File: src/rtl/if_fetch.sv
// if_fetch: instruction-fetch stage with hold-until-ack memory request and a small PC/instruction buffer
// Ports:
//   clk, rst                       clock, synchronous active-high reset
//   stall_i                        decode not accepting this cycle
//   branch_flag_i, branch_target_i redirect request and target (low two bits ignored)
//   mem_req_o, mem_addr_o          registered fetch request and word address
//   mem_ack_i, mem_rdata_i         memory accept and same-cycle instruction word
//   valid_o, pc_o, inst_o          buffer head presented to decode (zeroed when empty)
module if_fetch #(
  parameter logic [31:0] RESET_PC = 32'h0000_0000,
  parameter int          DEPTH    = 2
) (
  input  logic        clk,
  input  logic        rst,
  input  logic        stall_i,
  input  logic        branch_flag_i,
  input  logic [31:0] branch_target_i,
  output logic        mem_req_o,
  output logic [31:0] mem_addr_o,
  input  logic        mem_ack_i,
  input  logic [31:0] mem_rdata_i,
  output logic        valid_o,
  output logic [31:0] pc_o,
  output logic [31:0] inst_o
);
  localparam int AW = $clog2(DEPTH);
  localparam int CW = $clog2(DEPTH + 1);
  typedef enum logic [1:0] {IDLE, REQ, DRAIN} state_t;
  state_t        r_state;
  logic [31:0]   r_fetch_pc;
  logic          r_req;
  logic [31:0]   r_addr;
  logic [31:0]   r_pc   [DEPTH];
  logic [31:0]   r_inst [DEPTH];
  logic [AW-1:0] r_rd;
  logic [AW-1:0] r_wr;
  logic [CW-1:0] r_cnt;
  logic          w_hs;
  logic          w_valid;
  logic          w_enq;
  logic          w_pop;
  logic          w_issue;
  logic [CW-1:0] w_cnt_next;
  logic [31:0]   w_target;
  logic [31:0]   w_next_addr;
  logic [AW-1:0] w_rd_inc;
  logic [AW-1:0] w_wr_inc;
  always_comb begin
    w_hs        = r_req & mem_ack_i;
    w_valid     = r_cnt != '0;
    // only a handshake in REQ carries live data; DRAIN returns the stale word
    w_enq       = w_hs & (r_state == REQ) & ~branch_flag_i;
    w_pop       = w_valid & ~stall_i & ~branch_flag_i;
    w_cnt_next  = r_cnt + CW'(w_enq) - CW'(w_pop);
    w_issue     = w_cnt_next < CW'(DEPTH);
    w_target    = branch_target_i & ~32'h3;
    w_next_addr = r_addr + 32'd4;
    w_rd_inc    = (r_rd == AW'(DEPTH - 1)) ? '0 : r_rd + 1'b1;
    w_wr_inc    = (r_wr == AW'(DEPTH - 1)) ? '0 : r_wr + 1'b1;
  end
  always_ff @(posedge clk) begin
    if (rst) begin
      r_state    <= IDLE;
      r_fetch_pc <= RESET_PC;
      r_req      <= 1'b0;
      r_addr     <= RESET_PC;
      r_rd       <= '0;
      r_wr       <= '0;
      r_cnt      <= '0;
    end else if (branch_flag_i) begin
      r_rd       <= '0;
      r_wr       <= '0;
      r_cnt      <= '0;
      r_fetch_pc <= w_target;
      // an unacked request must complete at its old address before the target is fetched
      if (r_state == IDLE || w_hs) begin
        r_state <= REQ;
        r_req   <= 1'b1;
        r_addr  <= w_target;
      end else begin
        r_state <= DRAIN;
      end
    end else begin
      r_cnt <= w_cnt_next;
      if (w_enq) begin
        r_wr       <= w_wr_inc;
        r_fetch_pc <= w_next_addr;
      end
      if (w_pop) r_rd <= w_rd_inc;
      if (r_state == IDLE && w_issue) begin
        r_state <= REQ;
        r_req   <= 1'b1;
        r_addr  <= r_fetch_pc;
      end else if (r_state == REQ && w_hs) begin
        if (w_issue) r_addr <= w_next_addr;
        else begin
          r_state <= IDLE;
          r_req   <= 1'b0;
        end
      end else if (r_state == DRAIN && w_hs) begin
        r_state <= REQ;
        r_addr  <= r_fetch_pc;
      end
    end
  end
  always_ff @(posedge clk) begin
    if (!rst && w_enq) begin
      r_pc[r_wr]   <= r_addr;
      r_inst[r_wr] <= mem_rdata_i;
    end
  end
  assign mem_req_o  = r_req;
  assign mem_addr_o = r_addr;
  assign valid_o    = w_valid;
  assign pc_o       = w_valid ? r_pc[r_rd] : 32'h0;
  assign inst_o     = w_valid ? r_inst[r_rd] : 32'h0;
endmodule

File: config.mk
export PLATFORM = sky130hd
export DESIGN_NAME = if_fetch
export DESIGN_NICKNAME = d
export VERILOG_FILES = /design/src/rtl/if_fetch.sv
export SDC_FILE = /design/constraint.sdc
export NUM_CORES = 1
export LEC_CHECK = 0
export ABC_CLOCK_PERIOD_IN_PS = 13030
export CAP_MARGIN = 30
export CORE_AREA = 10 10 157 159
export CTS_BUF_LIST = sky130_fd_sc_hd__clkbuf_2
export CTS_CLUSTER_SIZE = 8
export DETAILED_ROUTE_END_ITERATION = 16
export DIE_AREA = 0 0 167 169
export PLACE_DENSITY = 0.64
export SYNTH_ARGS = -nofsm -noshare
export SYNTH_HDL_FRONTEND = slang
export SYNTH_SLANG_ARGS = --single-unit
File: constraint.sdc
create_clock -name clk -period 13.03 [get_ports clk]
set_input_delay 1.303 -clock clk [delete_from_list [all_inputs] [get_ports clk]]
set_output_delay 1.303 -clock clk [all_outputs]
set_load 0.005 [all_outputs]
---- Word level (Yosys, flattened, before mapping) ----
Memory sizes are Yosys's and may differ from the RTL's. A register that Yosys moved wholly into a read port is not among the register bits.
Index checks and enable logic that the tools add are counted.
storage, ports and cells
  input bits .............................. 69
  memories kept ........................... 2
  bits in writable memories ............... 128
  output and inout port bits .............. 98
  flip-flop bits (word level) ............. 71
  word-level logic and storage cells ...... 73
cells by class
  magnitude comparators ................... 1
  equality and inequality tests ........... 6
  multiplexer cells ....................... 29
  reductions and logical operators ........ 15
  add/subtract/negate cells ............... 5
  bitwise gates (word level) .............. 7
memory list
  name    words  bits a word  read ports  clocked after Yosys merged registers in  wr ports  RTL line  text
  r_inst  2      32           1           1                                        1         34        logic [31:0] r_inst [DEPTH];
  r_pc    2      32           1           1                                        1         33        logic [31:0] r_pc [DEPTH];
operators by type and width
  operator                                               number
  two-way mux 32 bit                                     10
  adder 32 x 3 -> 32 bit, second input constant          1
  two-way mux 1 bit                                      13
  two-way mux 2 bit                                      6
  inequality test 4 bit, second input constant           2
  AND reduction 3 bit                                    2
  bitwise AND 1 bit                                      5
  logical AND 1 bit                                      4
  nonzero test 2 bit                                     2
  nonzero test 4 bit                                     1
  inequality test 3 x 2 -> 1 bit, second input constant  1
  nonzero test 3 bit                                     1
  adder 1 bit, second input constant                     2
  adder 2 x 1 -> 2 bit                                   1
  equality test 2 x 1 -> 1 bit, second input constant    1
  equality test 2 bit, second input constant             1
  zero test 2 bit                                        1
  < comparator 2 bit, second input constant              1
  inequality test 2 x 1 -> 1 bit, second input constant  1
  NOT 1 bit                                              2
  AND reduction 2 bit                                    1
  OR reduction 2 bit                                     1
  subtractor 2 x 1 -> 2 bit                              1
  zero test 1 bit                                        1
  logical OR 1 bit                                       1

---- Depth between registers and ports, before layout ----
Gate-level depths: netlist (run 1).
  word-level depth ........................ 10
  gate-level depth with buffers ........... 14
  depth with buffers taken out ............ 11

---- Least setup slack after synthesis (run 1) ----
No wires, ideal clock.
  kind .................................... in2reg
  from .................................... in mem_ack_i
  to ...................................... mem r_inst[0][0], enable pin
  data required time ...................... 12.544 ns
  stages .................................. 6
  path slack .............................. 7.613 ns
  arrival time ............................ 4.930 ns
  library setup time ...................... 0.486 ns
  path buffers ............................ 2
  path through ............................ nand4b_1 > nor2_1 > buf_2 > buf_2 > nand2_1 > nor2_1
on the way
  cells in the longest elaborated chain, start to end .. 6
RTL lines
  item                                     RTL line  text
  start, declared                          20        input logic mem_ack_i,
  bitwise AND 1 bit                        49        w_hs = r_req & mem_ack_i;
  bitwise AND 1 bit (2 in a row)           52        w_enq = w_hs & (r_state == REQ) & ~branch_flag_i;
  logical AND 1 bit                        107       if (!rst && w_enq) begin
  two-way mux 1 bit                        107
  two-way mux 1 bit (implied by the code)  109       r_inst[r_wr] <= mem_rdata_i;
  end, declared                            34
No other way between the ends.

---- Worst setup path in the final report (run 1) ----
  from .................................... in mem_ack_i
  to ...................................... reg r_addr[16], in the netlist mem_addr_o[16]
on the way
  cells in the longest elaborated chain, start to end .. 9
  elaborated cells between the ends (all ways) .. 17
  classes of those cells .................. 2 x add/sub; 1 x order compare; 2 x eq/ne; 3 x mux; 3 x bitwise; 6 x reduce/logical
RTL lines
  item                                                                 RTL line  text
  bitwise AND 1 bit (*)                                                49
  bitwise AND 1 bit (2 in a row)                                       52
  adder 2 x 1 -> 2 bit                                                 54        w_cnt_next = r_cnt + CW'(w_enq) - CW'(w_pop);
  subtractor 2 x 1 -> 2 bit                                            54
  < comparator 2 bit                                                   55        w_issue = w_cnt_next < CW'(DEPTH);
  logical AND 1 bit                                                    90        if (r_state == IDLE && w_issue) begin
  inequality test 4 bit (no line) (tied with other cells)              n/a
  AND reduction 3 bit (no line) or two-way mux 32 bit (tied branches)  n/a
  end signal, assigned                                                 93        r_addr <= r_fetch_pc;
  end signal, assigned                                                 95        if (w_issue) r_addr <= w_next_addr;
  end signal, assigned                                                 102       r_addr <= r_fetch_pc;
  end, declared                                                        32        logic [31:0] r_addr;
Mark *: on every way between the ends. The rest lies on a longest branch, timed or not.
A chain may end at the register's enable or synchronous reset.

==> results of run 1 <==
[cell type report]
class | instances | area [sq um] | area share
clock inverter | 13 | 121 | 0.0115
sequential | 200 | 5290 | 0.499
inverter | 9 | 33.8 | 0.00319
tap | 280 | 350 | 0.0331
antenna | 1 | 2.50 | 0.000236
multi-input combinational | 458 | 2960 | 0.280
timing repair buffer | 174 | 1740 | 0.165
clock buffer | 18 | 90.1 | 0.00850
[tightest hold or removal path, cell delays in order (launching register included)]
cell     delay [ps]
dfxtp_1         380
nand2_1          50
a21oi_1          50
[stage by stage]
stage	cell area, sq um	hold WS (ps)	std cells	setup WS (ps)	util
2_1_floorplan	8460	437	717	7610	-
3_3_place_gp	10300	444	1118	7630	0.479
3_5_place_dp	10300	451	1119	7630	0.479
4_1_cts	10500	478	1150	8460	0.489
5_1_grt	10600	491	1152	8380	0.491
6_report	10600	475	1153	8590	0.492
[report_power, final]
group	internal (mW)	switching, mW	leakage [nW]	total, mW
Clock	0.0721	0.213	0.137	0.285
Sequential	0.698	0.0334	1.76	0.732
Combinational	0.0697	0.0583	1.52	0.128
Total	0.840	0.305	3.42	1.14
[per-layer routing]
layer	routed length [um]	track usage
met4	123	0.0359
met5	13	0
met2	9660	0.231
met1	9960	0.193
met3	1370	0.0470
[worst min-delay path by stage]
stage | to | cells after the start | slack, ps | start
after floorplan | r_fetch_pc[0] | 2 | 440 | r_fetch_pc[0]
after global placement | r_fetch_pc[0] | 2 | 440 | r_fetch_pc[0]
after detailed placement | r_fetch_pc[0] | 2 | 450 | r_fetch_pc[0]
after CTS | r_fetch_pc[0] | 2 | 480 | r_fetch_pc[0]
after global routing | mem_addr_o[1] | 2 | 490 | r_fetch_pc[1]
final | r_fetch_pc[1] | 2 | 480 | r_fetch_pc[1]
[cell usage in the layout (no fill, tap or decap), types with 9 or more instances in the layout]
master and n:
clkdlybuf4s50_1 162, nor2_1 130, edfxtp_1 128, dfxtp_1 71, mux2i_1 66, nand2_1 32, a21oi_1 30, nand3_1 19
clkbuf_2 18, a211oi_1 14, a311oi_1 14, xnor2_1 13, nand4_1 10, inv_1 9, nor3_1 9
[registers in the layout (all words and copies together), names as in the netlist, named ones only]
register,flops
r_rd,1
r_state,2
mem_req_o,1
r_cnt,2
r_inst,64
r_fetch_pc,32
r_pc,64
r_wr,1
mem_addr_o,32
[logic make-up (layout without fill, tap and decap cells)]
kind of cell,after synthesis,count (layout),synth area share
compound gates,117,117,0.0978
buf+inv,59,214,0.0275
simple gates,252,252,0.145
fa+ha+maj,3,3,0.00444
mux,67,67,0.0794
other cells,0,1,0
flops,200,200,0.625
xor+xnor,19,19,0.0213
==> run summary, run 1 <==
Outcome: completed
R2R Path Start: r_state[1]
Clock Skew: 40.8 ps
Post-synth EDFFs: 128
VDD IR-drop max: 0.0466 mV
Crit. End Element: flop
Via count: 6079
Required @ worst endpoint: 13700 ps
Yosys cell types: 61
Worst-skew pair later-pin latency: 730 ps
Post-Syn Area: 8460 sq um
WL/cell: 18.3 um
RePlAce Congestion: 0.801
DR vias/cell: 5.27
Depth of the worst register-to-register path: 13
Cell taking the most area after synthesis: edfxtp_1
CTS buffer count: 17
HPWL after DPL: 13.8 mm
Sequential area share after synthesis: 0.625
FF-to-FF setup slack: 9180 ps
Worst path cell trace: clkdlybuf4s50_1 -> nand4b_1 -> nor2_1 -> buf_4 -> inv_1 -> ha_1 -> inv_1 -> ha_1 -> xnor3_1 -> nand2b_1 -> and3_2 -> buf_16 -> nor2_1 -> a311oi_1
Buffers on Ports: 164
Rows: 54
CTS Hold Buffers Added: 0
Vias in the first global route: 5937
Worst setup SP type: input pin
Final routed DRC violation total: 0
Crit-path max FO: 31
Synth top area share: 0.454
First-pass GRT wire length: 33.5 mm
CTS H-tree depth: 4
CORE AREA: 21600 sq um
Setup TNS: 0 ps
Synth Register Bits: 200
Fillers: 1983
Measured slew at the worst slew-check pin: 922 ps
Most frequent cell after synthesis: nor2_1
Remaining global-route overflow: 0
Drt first pass iters: 5
Final worst path period share: 0.341
Synthesized Nets: 789
Clock root cell: clkbuf_2
RR Endpoint: mem_addr_o[16]
Post-CTS Setup Bufs: 0
Synth top area cells: edfxtp_1, dfxtp_1, mux2i_1, nor2_1, a21oi_1
CP max stage cell: clkdlybuf4s50_1
LEAKAGE: 3.42 nW
WP data arrival: 5110 ps
Commonest cells in the netlist: nor2_1, edfxtp_1, dfxtp_1
Worst Hold Class: reg -> reg
Initial antenna violation count: 2
WL final: 21.1 mm
Clk pin slew, worst setup/hold paths: 280 ps
Worst Setup SP: mem_ack_i
ANT nets after route: 0
DIE WIDTH: 167 um
Final nets: 932
Clock buffer depth: 2
I/O pins: 167
Async SR Flop Fraction: 0
Total GRT Usage: 0.147
Final setup fails: 0
Max-cap violations: 0
Sink Count: 200
Final Critical Period: 4440 ps
Largest net degree at the start of global routing: 66
Power Dens Cells: 108 nW/um^2
Crit path capture: mem_addr_o[16]
Hold Fails Final Rpt: 0
RSZ-0062 raised after global routing: false
Max stage delay on crit path: 550 ps
Die area: 28200 sq um
Layout cells sized above 1: 0.0688
# resized after CTS: 0
Ys flop type: edfxtp_1
Power, Total: 1.14 mW
Levels on crit path: 14
Synthesized instance count: 717
Yosys warning count: 0
Top achievable clock speed: 225 MHz
Number of DRC markers in iteration 0: 337
Mean Syn Cell Area: 11.8 sq um
WP buf/inv: 5
Setup CP Type: in -> reg
Crit path max-delay family: simple AND/OR/NAND/NOR gates
CTS tree: yes
Layout area overhead: 25.2%
Fin. max-slew vios: 0
Initial Util: 0.393
Slew margin rel.: 0.385
Die H: 169 um
No activity file was read; power rests on OpenSTA's default activity.
==> run 2, diff against run 1 <==
--- a/config.mk
+++ b/config.mk
@@ -5,7 +5,7 @@
 export SDC_FILE = /design/constraint.sdc
 export NUM_CORES = 1
 export LEC_CHECK = 0
-export ABC_CLOCK_PERIOD_IN_PS = 13030
+export ABC_CLOCK_PERIOD_IN_PS = 4500
 export CAP_MARGIN = 30
 export CORE_AREA = 10 10 157 159
 export CTS_BUF_LIST = sky130_fd_sc_hd__clkbuf_2
==> constraint.sdc (replaced) <==
create_clock -name clk -period 4.5 [get_ports clk]
set_input_delay 0.45 -clock clk [delete_from_list [all_inputs] [get_ports clk]]
set_output_delay 0.45 -clock clk [all_outputs]
set_load 0.005 [all_outputs]
==> run 2 against run 1 <==
  * First-iteration DRC count is 13% higher
  * Wire length is 0.11% higher
  * Via count hardly changed
  * Critical endpoint is now mem_addr_o[9]
  * Largest cell class unchanged
==> run summary, run 2 (synthesis results as in run 1) <==
Final routed DRC violation total: 0
Initial Util: 0.393
DIE WIDTH: 167 um
Total GRT Usage: 0.148
ANT nets after route: 0
RePlAce Congestion: 0.782
Setup CP Type: reg -> reg
Worst Setup SP: mem_req_o
Hold Fails Final Rpt: 0
Post-CTS Setup Bufs: 0
CORE AREA: 21600 sq um
Via count: 6078
Initial antenna violation count: 3
WP data arrival: 3890 ps
Outcome: completed
Crit path capture: mem_addr_o[9]
Rows: 54
LEAKAGE: 3.42 nW
Clock root cell: clkbuf_2
VDD IR-drop max: 0.148 mV
Final nets: 935
CTS Hold Buffers Added: 0
Clock Skew: 37.7 ps
Fin. max-slew vios: 0
Clk pin slew, worst setup/hold paths: 250 ps
Final setup fails: 0
Clock buffer depth: 2
Final Cell Area: 10600 sq um
Crit. End Element: flop
FF-to-FF setup slack: 1240 ps
Remaining global-route overflow: 0
Most frequent cells in the layout: clkdlybuf4s50_1, nor2_1, edfxtp_1, dfxtp_1, mux2i_1
Required @ worst endpoint: 5130 ps
CTS H-tree depth: 4
Worst-skew pair later-pin latency: 730 ps
HPWL after DPL: 14.2 mm
Fillers: 1991
RR Endpoint: mem_addr_o[9]
CTS tree: yes
Crit-path max FO: 30
DR vias/cell: 5.25
Drt first pass iters: 5
First-pass GRT wire length: 33.7 mm
Sink Count: 200
Placed instance area: 10400 sq um
Commonest non-fill, non-tap cell in the layout: clkdlybuf4s50_1
Largest net degree at the start of global routing: 66
WL final: 21.2 mm
Vias in the first global route: 5932
Die H: 169 um
RSZ-0062 raised after global routing: false
WL/cell: 18.3 um
Top achievable clock speed: 307 MHz
I/O pins: 167
Number of DRC markers in iteration 0: 380
Final Critical Period: 3260 ps
CTS buffer count: 17
Die area: 28200 sq um
# resized after CTS: 0
Measured slew at the worst slew-check pin: 851 ps
Power Dens Cells: 310 nW/um^2
R2R Path Start: mem_req_o
Worst setup SP type: flop
Max-cap violations: 0
Buffers on Ports: 164
Setup TNS: 0 ps
Layout cells sized above 1: 0.0719
Depth of the worst register-to-register path: 12
Layout area overhead: 25.5%
Biggest regs: r_inst: 64 flops, r_pc: 64 flops
Slew margin rel.: 0.431
Final worst path period share: 0.725
Worst Hold Class: in -> reg
run 2: power breakdown:
part	internal, mW	switching (mW)
Clock	0.210	0.597
Combinational	0.197	0.167
Sequential	2.02	0.0987
run 2: area by class of cell:
type / count / area [sq um] / area share
well taps: 280 / 350 / 0.0330
diodes: 2 / 5.00 / 0.000472
flip-flops and latches: 200 / 5290 / 0.498
clock inverters: 11 / 101 / 0.00955
inverters: 9 / 33.8 / 0.00318
clock buffers: 21 / 105 / 0.00990
multi-input cells: 458 / 2960 / 0.279
repair buffers: 177 / 1770 / 0.166
run 2: metrics by stage:
stage | utilization | total power, mW | cells | worst slack (ps) | hold slack [ps]
global placement | 0.481 | 2.52 | 1122 | 826 | 444
floorplan | - | 2.31 | 717 | 924 | 437
finish | 0.492 | 3.29 | 1158 | 1240 | 109
CTS | 0.491 | 3.34 | 1155 | 1220 | 10.2
detailed placement | 0.481 | 2.53 | 1123 | 691 | 460
global route | 0.492 | 3.46 | 1156 | 937 | 32.6
run 2: layer usage:
metal,GRT usage,vias up,part of all wire
li1,-,2946,-
met1,0.194,2926,0.46
met2,0.232,185,0.45
met3,0.0498,19,0.075
met4,0.0347,2,0.0078
met5,0,-,0.00080
run 2: worst max-delay path, stage by stage, from the launching register on:
cell,delay (ps)
dfxtp_1,520
nand4b_1,150
nor2_1,140
inv_1,140
ha_1,300
inv_1,40
ha_1,170
xnor3_1,290
nand2b_1,140
and3_2,570
buf_4,380
nor2_1,70
a311oi_1,260
run 2: worst min path at each step:
| stage | from | end | slack [ps] | depth (start not counted) |
|---|---|---|---|---|
| 6_report | branch_flag_i | r_cnt[0] | 110 | 3 |
| 5_1_grt | branch_flag_i | r_fetch_pc[1] | 30 | 3 |
| 4_1_cts | branch_flag_i | r_cnt[0] | 10 | 3 |
| 3_5_place_dp | r_fetch_pc[0] | r_fetch_pc[0] | 460 | 2 |
| 3_3_place_gp | r_fetch_pc[1] | r_fetch_pc[1] | 440 | 2 |
| 2_1_floorplan | r_fetch_pc[0] | r_fetch_pc[0] | 440 | 2 |
